### src/rtl/mem_bus_bridge.sv
// mem_bus_bridge: 16-bit CPU memory request to byte-serial external bus bridge.
// Each transaction sends two address bytes and then either sends two data
// bytes (write) or captures two data bytes (read). Every byte waits for a
// handshake edge from the asynchronous external side.
// Optional feature: define BRIDGE_TIMEOUT_EN to abort a transaction that
// stalls in a byte state for TIMEOUT_CYCLES cycles (rsp_err=1).
//
// state   | meaning
// IDLE    | ready for a request
// ADDR_HI | address byte [15:8] on out_bus
// ADDR_LO | address byte [7:0] on out_bus
// WR_HI   | write data byte [15:8] on out_bus
// WR_LO   | write data byte [7:0] on out_bus
// RD_HI   | waiting for read data byte [15:8] on in_bus
// RD_LO   | waiting for read data byte [7:0] on in_bus
// DONE    | one-cycle completion pulse
module mem_bus_bridge #(
  parameter int TIMEOUT_CYCLES = 1024
) (
  input  logic        clock,
  input  logic        reset,
  input  logic        req_valid,
  input  logic        req_write,
  input  logic [15:0] req_addr,
  input  logic [15:0] req_wdata,
  output logic        req_ready,
  output logic        rsp_valid,
  output logic [15:0] rsp_rdata,
  output logic        rsp_err,
  input  logic        ard_data_ready,
  input  logic        ard_receive_ready,
  input  logic [7:0]  in_bus,
  output logic [7:0]  out_bus,
  output logic        bus_mar,
  output logic        bus_mdr,
  output logic        bus_we
);

  typedef enum logic [2:0] {
    IDLE, ADDR_HI, ADDR_LO, WR_HI, WR_LO, RD_HI, RD_LO, DONE
  } state_t;

  state_t state, state_nxt;

  // [0],[1] are the synchronizer stages, [2] is the edge-detect history
  logic [2:0]  dr_sync, rr_sync;
  logic        dr_evt, rr_evt;
  logic        we_q;
  logic [15:0] addr_q, wdata_q, rdata_q;
  logic [7:0]  hi_q;
  logic        byte_state;

  assign dr_evt     = dr_sync[1] & ~dr_sync[2];
  assign rr_evt     = rr_sync[1] & ~rr_sync[2];
  assign byte_state = (state != IDLE) && (state != DONE);

  // Synchronize the asynchronous handshakes and keep one cycle of history
  always_ff @(posedge clock or posedge reset) begin
    if (reset) begin
      dr_sync <= '0;
      rr_sync <= '0;
    end else begin
      dr_sync <= {dr_sync[1:0], ard_data_ready};
      rr_sync <= {rr_sync[1:0], ard_receive_ready};
    end
  end

`ifdef BRIDGE_TIMEOUT_EN
  localparam int CW = $clog2(TIMEOUT_CYCLES + 1);
  logic [CW-1:0] tmo_cnt;
  logic          tmo_abort;
  logic          err_q;

  // Stall timer restarts on every state change and runs only in byte states
  always_ff @(posedge clock or posedge reset) begin
    if (reset) begin
      tmo_cnt <= '0;
      err_q   <= 1'b0;
    end else begin
      err_q <= tmo_abort;
      if ((state_nxt != state) || !byte_state) tmo_cnt <= '0;
      else                                     tmo_cnt <= tmo_cnt + CW'(1);
    end
  end

  assign rsp_err = (state == DONE) && err_q;
`else
  logic unused_cfg;
  assign unused_cfg = ^TIMEOUT_CYCLES;
  assign rsp_err    = 1'b0;
`endif

  // State register
  always_ff @(posedge clock or posedge reset) begin
    if (reset) state <= IDLE;
    else       state <= state_nxt;
  end

  // Next state; a handshake event not matching the current state is dropped
  always_comb begin
    state_nxt = state;
    case (state)
      IDLE:    if (req_valid) state_nxt = ADDR_HI;
      ADDR_HI: if (rr_evt) state_nxt = ADDR_LO;
      ADDR_LO: if (rr_evt) state_nxt = we_q ? WR_HI : RD_HI;
      WR_HI:   if (rr_evt) state_nxt = WR_LO;
      WR_LO:   if (rr_evt) state_nxt = DONE;
      RD_HI:   if (dr_evt) state_nxt = RD_LO;
      RD_LO:   if (dr_evt) state_nxt = DONE;
      DONE:    state_nxt = IDLE;
      default: state_nxt = IDLE;
    endcase
`ifdef BRIDGE_TIMEOUT_EN
    // A handshake arriving on the last allowed cycle still wins
    tmo_abort = byte_state && (state_nxt == state) &&
                (tmo_cnt == CW'(TIMEOUT_CYCLES - 1));
    if (tmo_abort) state_nxt = DONE;
`endif
  end

  // Byte-lane outputs decoded from the state
  always_comb begin
    out_bus = 8'h00;
    bus_mar = 1'b0;
    bus_mdr = 1'b0;
    case (state)
      ADDR_HI: begin out_bus = addr_q[15:8];  bus_mar = 1'b1; end
      ADDR_LO: begin out_bus = addr_q[7:0];   bus_mar = 1'b1; end
      WR_HI:   begin out_bus = wdata_q[15:8]; bus_mdr = 1'b1; end
      WR_LO:   begin out_bus = wdata_q[7:0];  bus_mdr = 1'b1; end
      RD_HI, RD_LO: bus_mdr = 1'b1;
      default: ;
    endcase
  end

  // Request latch and read-data capture; rdata only moves on a read completion
  always_ff @(posedge clock or posedge reset) begin
    if (reset) begin
      we_q    <= 1'b0;
      addr_q  <= '0;
      wdata_q <= '0;
      hi_q    <= '0;
      rdata_q <= '0;
    end else begin
      if (state == IDLE && req_valid) begin
        we_q    <= req_write;
        addr_q  <= req_addr;
        wdata_q <= req_wdata;
      end
      if (state == RD_HI && dr_evt) hi_q <= in_bus;
      if (state == RD_LO && dr_evt) rdata_q <= {hi_q, in_bus};
    end
  end

  assign req_ready = (state == IDLE);
  assign rsp_valid = (state == DONE);
  assign bus_we    = (state != IDLE) && we_q;
  assign rsp_rdata = rdata_q;

endmodule
### config.mk
export PLATFORM = sky130hd
export DESIGN_NAME = mem_bus_bridge
export DESIGN_NICKNAME = d
export VERILOG_FILES = /design/src/rtl/mem_bus_bridge.sv
export SDC_FILE = /design/constraint.sdc
export NUM_CORES = 1
export LEC_CHECK = 0
export ABC_AREA = 1
export BUFFER_PORTS_ARGS = -buffer_cell sky130_fd_sc_hd__buf_2
export CORE_MARGIN = 2
export CORE_UTILIZATION = 30
export DETAILED_ROUTE_END_ITERATION = 8
export SLEW_MARGIN = 10
export SYNTH_ARGS = -nofsm -noshare
export SYNTH_HDL_FRONTEND = slang
export SYNTH_SLANG_ARGS = --single-unit
### constraint.sdc
create_clock -name clock -period 2 [get_ports clock]
set_clock_uncertainty 0.05 [all_clocks]
set_input_delay 0.1 -clock clock [delete_from_list [all_inputs] [get_ports clock]]
set_output_delay 0.1 -clock clock [all_outputs]
set_load 0.02 [all_outputs]
### Word level (Yosys, flattened, before mapping)

Cells that the tools add are included.

* reductions and logical operators: 9
* bitwise operators: 4
* mux-type cells: 12
* equal/unequal tests: 14

Operator list (number)
* one-hot mux 8 bit (4 select lines): 1
* two-way mux 3 bit: 8
* one-hot mux 3 bit (8 select lines): 1
* != test 2 bit (second input constant): 7
* == test 3 bit (second input constant): 4
* AND reduction 7 bit: 1
* == test 3 x 2 -> 1 bit (second input constant): 2
* logical AND 1 bit: 4
* OR reduction 4 bit: 1
* == test 3 x 1 -> 1 bit (second input constant): 1
* zero test 3 bit: 1
* nonzero test 3 bit: 1
* bitwise AND 1 bit: 2
* two-way mux 1 bit: 2
* NOT 1 bit: 2
* OR reduction 2 bit: 1

* word-level logic and storage cells: 47
* input bits: 46
* output and inout port bits: 30
* register bits after elaboration: 66

### Depth between registers and ports, before layout

* word-level depth: 4
* gate-level depth with buffers: 8
* gate-level depth less buffers: 7

### Worst setup path before layout

OpenSTA, ideal clock, no wires.

* kind: flip-flop to output port
* from: register state[2]
* to: output out_bus[0]
* buffers on the path: 1
* arrival time: 1.175 ns
* stages on the path, launching flop included: 5
* path slack: 0.675 ns
* cell sequence: dfrtp_1 > buf_6 > nor3_2 > nand2_1 > nand4_1

* cells in the longest elaborated chain, start to end: 2
* elaborated cells between the ends (all ways): 5
* classes of those cells: eq/ne: 4; mux: 1

Ends and longest elaborated chain
* start: declaration: RTL line 43 `state_t state, state_nxt;`
* start signal: assignment: RTL line 96 `else state <= state_nxt;`
* == test 3 bit (tied with other cells): RTL line 126 `case (state)`
* one-hot mux 8 bit (4 select lines) *: RTL line 126
* end: declaration: RTL line 33 `output logic [7:0] out_bus,`

Every way passes the cells marked *; elsewhere a longest branch is shown, timed or not.

### Final worst setup path

* from: register state[1]
* to: output out_bus[7]

The elaborated chain is that of the path after synthesis.

==> flow_summary.ini <==
[detailed_routing]
drt_first_iter_violations = 124
drt-wirelength-per-cell_um = 11.8
dr_total_vias = 2578
routed_wire_length_um = 7080
drt_pre_antenna_iters = 4
remaining_drc_errors = 0
ant_nets = 0
vias_per_cell = 4.29

[cts]
clkSinkCount = 66
root_buffer = clkbuf_8
clock_tree.htree_level_count = 3
worst_skew_pair.late_latency_ns = 0.34
tritoncts.num_buffers = 9
clk_path_buf_depth = 2
clkSlewWorstSetupHoldPaths_ns = 0.07
tritoncts = done

[synth]
synthDominantCellAreaShare = 0.560
synth.ff_latch_count = 66
synth_top_cell_by_area = dfrtp_1
synth.lib_cells_used.distinct = 25
netlist_top_cells_area = dfrtp_1 56%, nand2_1 16%, inv_1 5.1%, o21ai_1 4.6%, o21ai_0 4.4%
synthesis.instances = 340
seq_area_frac_synth = 0.560
syn_area_um2 = 2950
yosys_warnings = 0
syn_avg_cell_area_um2 = 8.68
syn-num-nets = 386

[floorplanning]
die_y_um = 103
die_x_um = 103
dieArea_um2 = 10600
core_area_um2 = 9640
io-pin-count = 76
std_cell_rows = 36
initial_utilization = 0.306

[flow_run]
max_cap_violations = 0

[min_path]
worst_hold_class = primary input to register
hold-path-endpoint = state[1]
worst_hold_startpoint = req_valid
min_path_cells = 5

[global_routing]
grt_usage = 0.142
grt_start_max_net_pins = 67
grt_overflow = 0
grt_first_pass_wirelength_um = 11500
antenna_found_initial = 0
grt_pass1_vias = 2541

[power_and_ir_drop]
ir_drop_uv = 480
p_sw_frac = 0.406
power.density_cell_area_nw_per_um2 = 1410
clkPwrFrac = 0.195
pwr-share-seq = 0.396
leakagePower_nw = 2.09
power_report.internal_total_w = 0.00344
p_switching_w = 0.00235
pwr-share-comb = 0.409
p_total_w = 0.00579

[critical_path]
path_class = register to output port
cp.required_ns = 1.85
reg2reg_slack_ns = 0.28
timing.critical_path.arrival_ns = 1.75
worst_setup_path_start_kind = register
regToRegEndpoint = addr_q[11]
critical_path_end_type = output port
crit_slowest_cell = dfrtp_2
worstPathCellList = buf_4 -> nor2_4 -> inv_2 -> nor2_4 -> nand2_1 -> nand4_1 -> buf_2
worstPathMaxFanout = 8
r2r_start = state[2]
slowest_delay_ns = 0.48
reg2regPathDepth = 4
critical_path.most_common_cell = nor2_4

[final_layout]
finish.utilization = 0.426
antenna_cells = 0
flow.area_growth_from_synthesis_pct = 39.1
final_layout_size_suffix_gt1_frac = 0.252
finalNetCount = 509
fill_cells = 950
fin_cells = 601

[sta]
finalMaxSlewViolations = 0
fmax_mhz = 525
timing.setup.tns_ns = 0
period_minus_slack_ns = 1.90
slew_at_the_pin_with_the_worst_max_slew_slack_ns = 0.618
setup_viol_count_final = 0
relSlewSlack = 0.588
timing.final.crit_share = 0.952
hold_violations = 0

[status]
outcome = finished clean

[place]
gpl.final_weighted_congestion = 0.790
number_of_placed_instances_taps_included = 538
dp_hpwl_um = 4620
port-buffer-count = 74
[cells in the mapped netlist]
library cell	instances
a21boi_0	1
a21oi_1	1
buf_2	1
buf_4	2
buf_6	7
clkbuf_1	2
clkbuf_2	3
conb_1	1
dfrtp_1	66
inv_1	40
inv_2	2
nand2_1	126
nand2_2	1
nand3_1	5
nand3_2	2
nand3_4	2
nand4_1	9
nor2_1	5
nor2_2	1
nor2_4	4
nor3_2	2
o21ai_0	26
o21ai_1	27
o21ai_2	3
or2_2	1
[metal layers]
layer | vias up | part of all wire | global-route usage
li1 | 1313 | - | -
met1 | 1199 | 0.45 | 0.178
met2 | 53 | 0.49 | 0.226
met3 | 13 | 0.038 | 0.0235
met4 | 0 | 0.021 | 0.0921
met5 | - | 0 | 0
[cells in the final DEF (no fill, tap or decap), drive strengths merged]
cell type and instances:
a21boi 1, nand2 127, clkinv 1, o21ai 56, nand4 9, a21oi 1, or2 1, nor2 10
buf 83, dfrtp 66, inv 42, bufinv 1, nor3 2, clkbuf 14, nand3 9, conb 1
dlygate4sd3 44
[area by class of cell]
type                    instances  area, um^2  area share
clock inverters                 2        35.0     0.00853
multi-input cells             217        1040       0.253
clock buffers                  14         163      0.0396
well taps                     133         166      0.0405
inverters                      42         158      0.0384
flip-flops and latches         66        1660       0.403
repair buffers                127         891       0.217
[power by group through the flow]
stage / clock network (W) / registers (W) / logic [W]
2_1_floorplan: 0 / 0.00237 / 0.00153
3_3_place_gp: 0 / 0.00229 / 0.00220
4_1_cts: 0.00117 / 0.00229 / 0.00232
3_5_place_dp: 0 / 0.00230 / 0.00225
5_1_grt: 0.00121 / 0.00238 / 0.00268
6_report: 0.00113 / 0.00229 / 0.00237
[state kept, by name, indices dropped and copies added (netlist names)]
name and flops:
rr_sync 3, state 3, wdata_q 16, rsp_rdata 16, dr_sync 3, hi_q 8
addr_q 16, we_q 1
[metrics by stage]
stage / setup WS (ns) / area, um^2 / hold slack (ns)
floorplan: 0.195 / 2950 / 0.0814
global placement: 0.297 / 3420 / 0.0966
detailed placement: 0.299 / 3420 / 0.0941
CTS: 0.0118 / 4060 / 0.137
global route: -0.0111 / 4110 / 0.168
finish: 0.0951 / 4110 / 0.155
[timing repair]
action / 4_1_cts / 5_1_grt
gates resized for setup: 2 / 4
setup buffers: 0 / 3
pin swaps: 0 / 0
endpoints found under the setup margin: 8 / 8
hold endpoints to repair: 71 / 0
hold buffers: 44 / 0
[critical path: cells and delay by family, from the launching register on]
kind	cells	cell delay, ns
DFF	1	0.48
buffers and inverters	3	0.42
and+or+nand+nor	4	0.52
[how the worst max path moves through the flow]
stage	end	cells past startpoint	from	slack, ns
2_1_floorplan	addr_q[0]	1	reset	0.20
3_3_place_gp	out_bus[7]	6	state[1]	0.30
3_5_place_dp	addr_q[11]	4	state[2]	0.30
4_1_cts	out_bus[6]	5	state[2]	0.01
5_1_grt	out_bus[7]	7	state[1]	-0.01
6_report	out_bus[7]	7	state[1]	0.1
[cell families after synthesis]
kind of cell,count (synthesis),share of synthesized area
buffers and inverters,57,0.0946
AND/OR/NAND/NOR,158,0.241
other,1,0.00127
AO/OA/AOI/OAI,58,0.103
flip-flops,66,0.560
No activity file was read; power rests on OpenSTA's default activity.
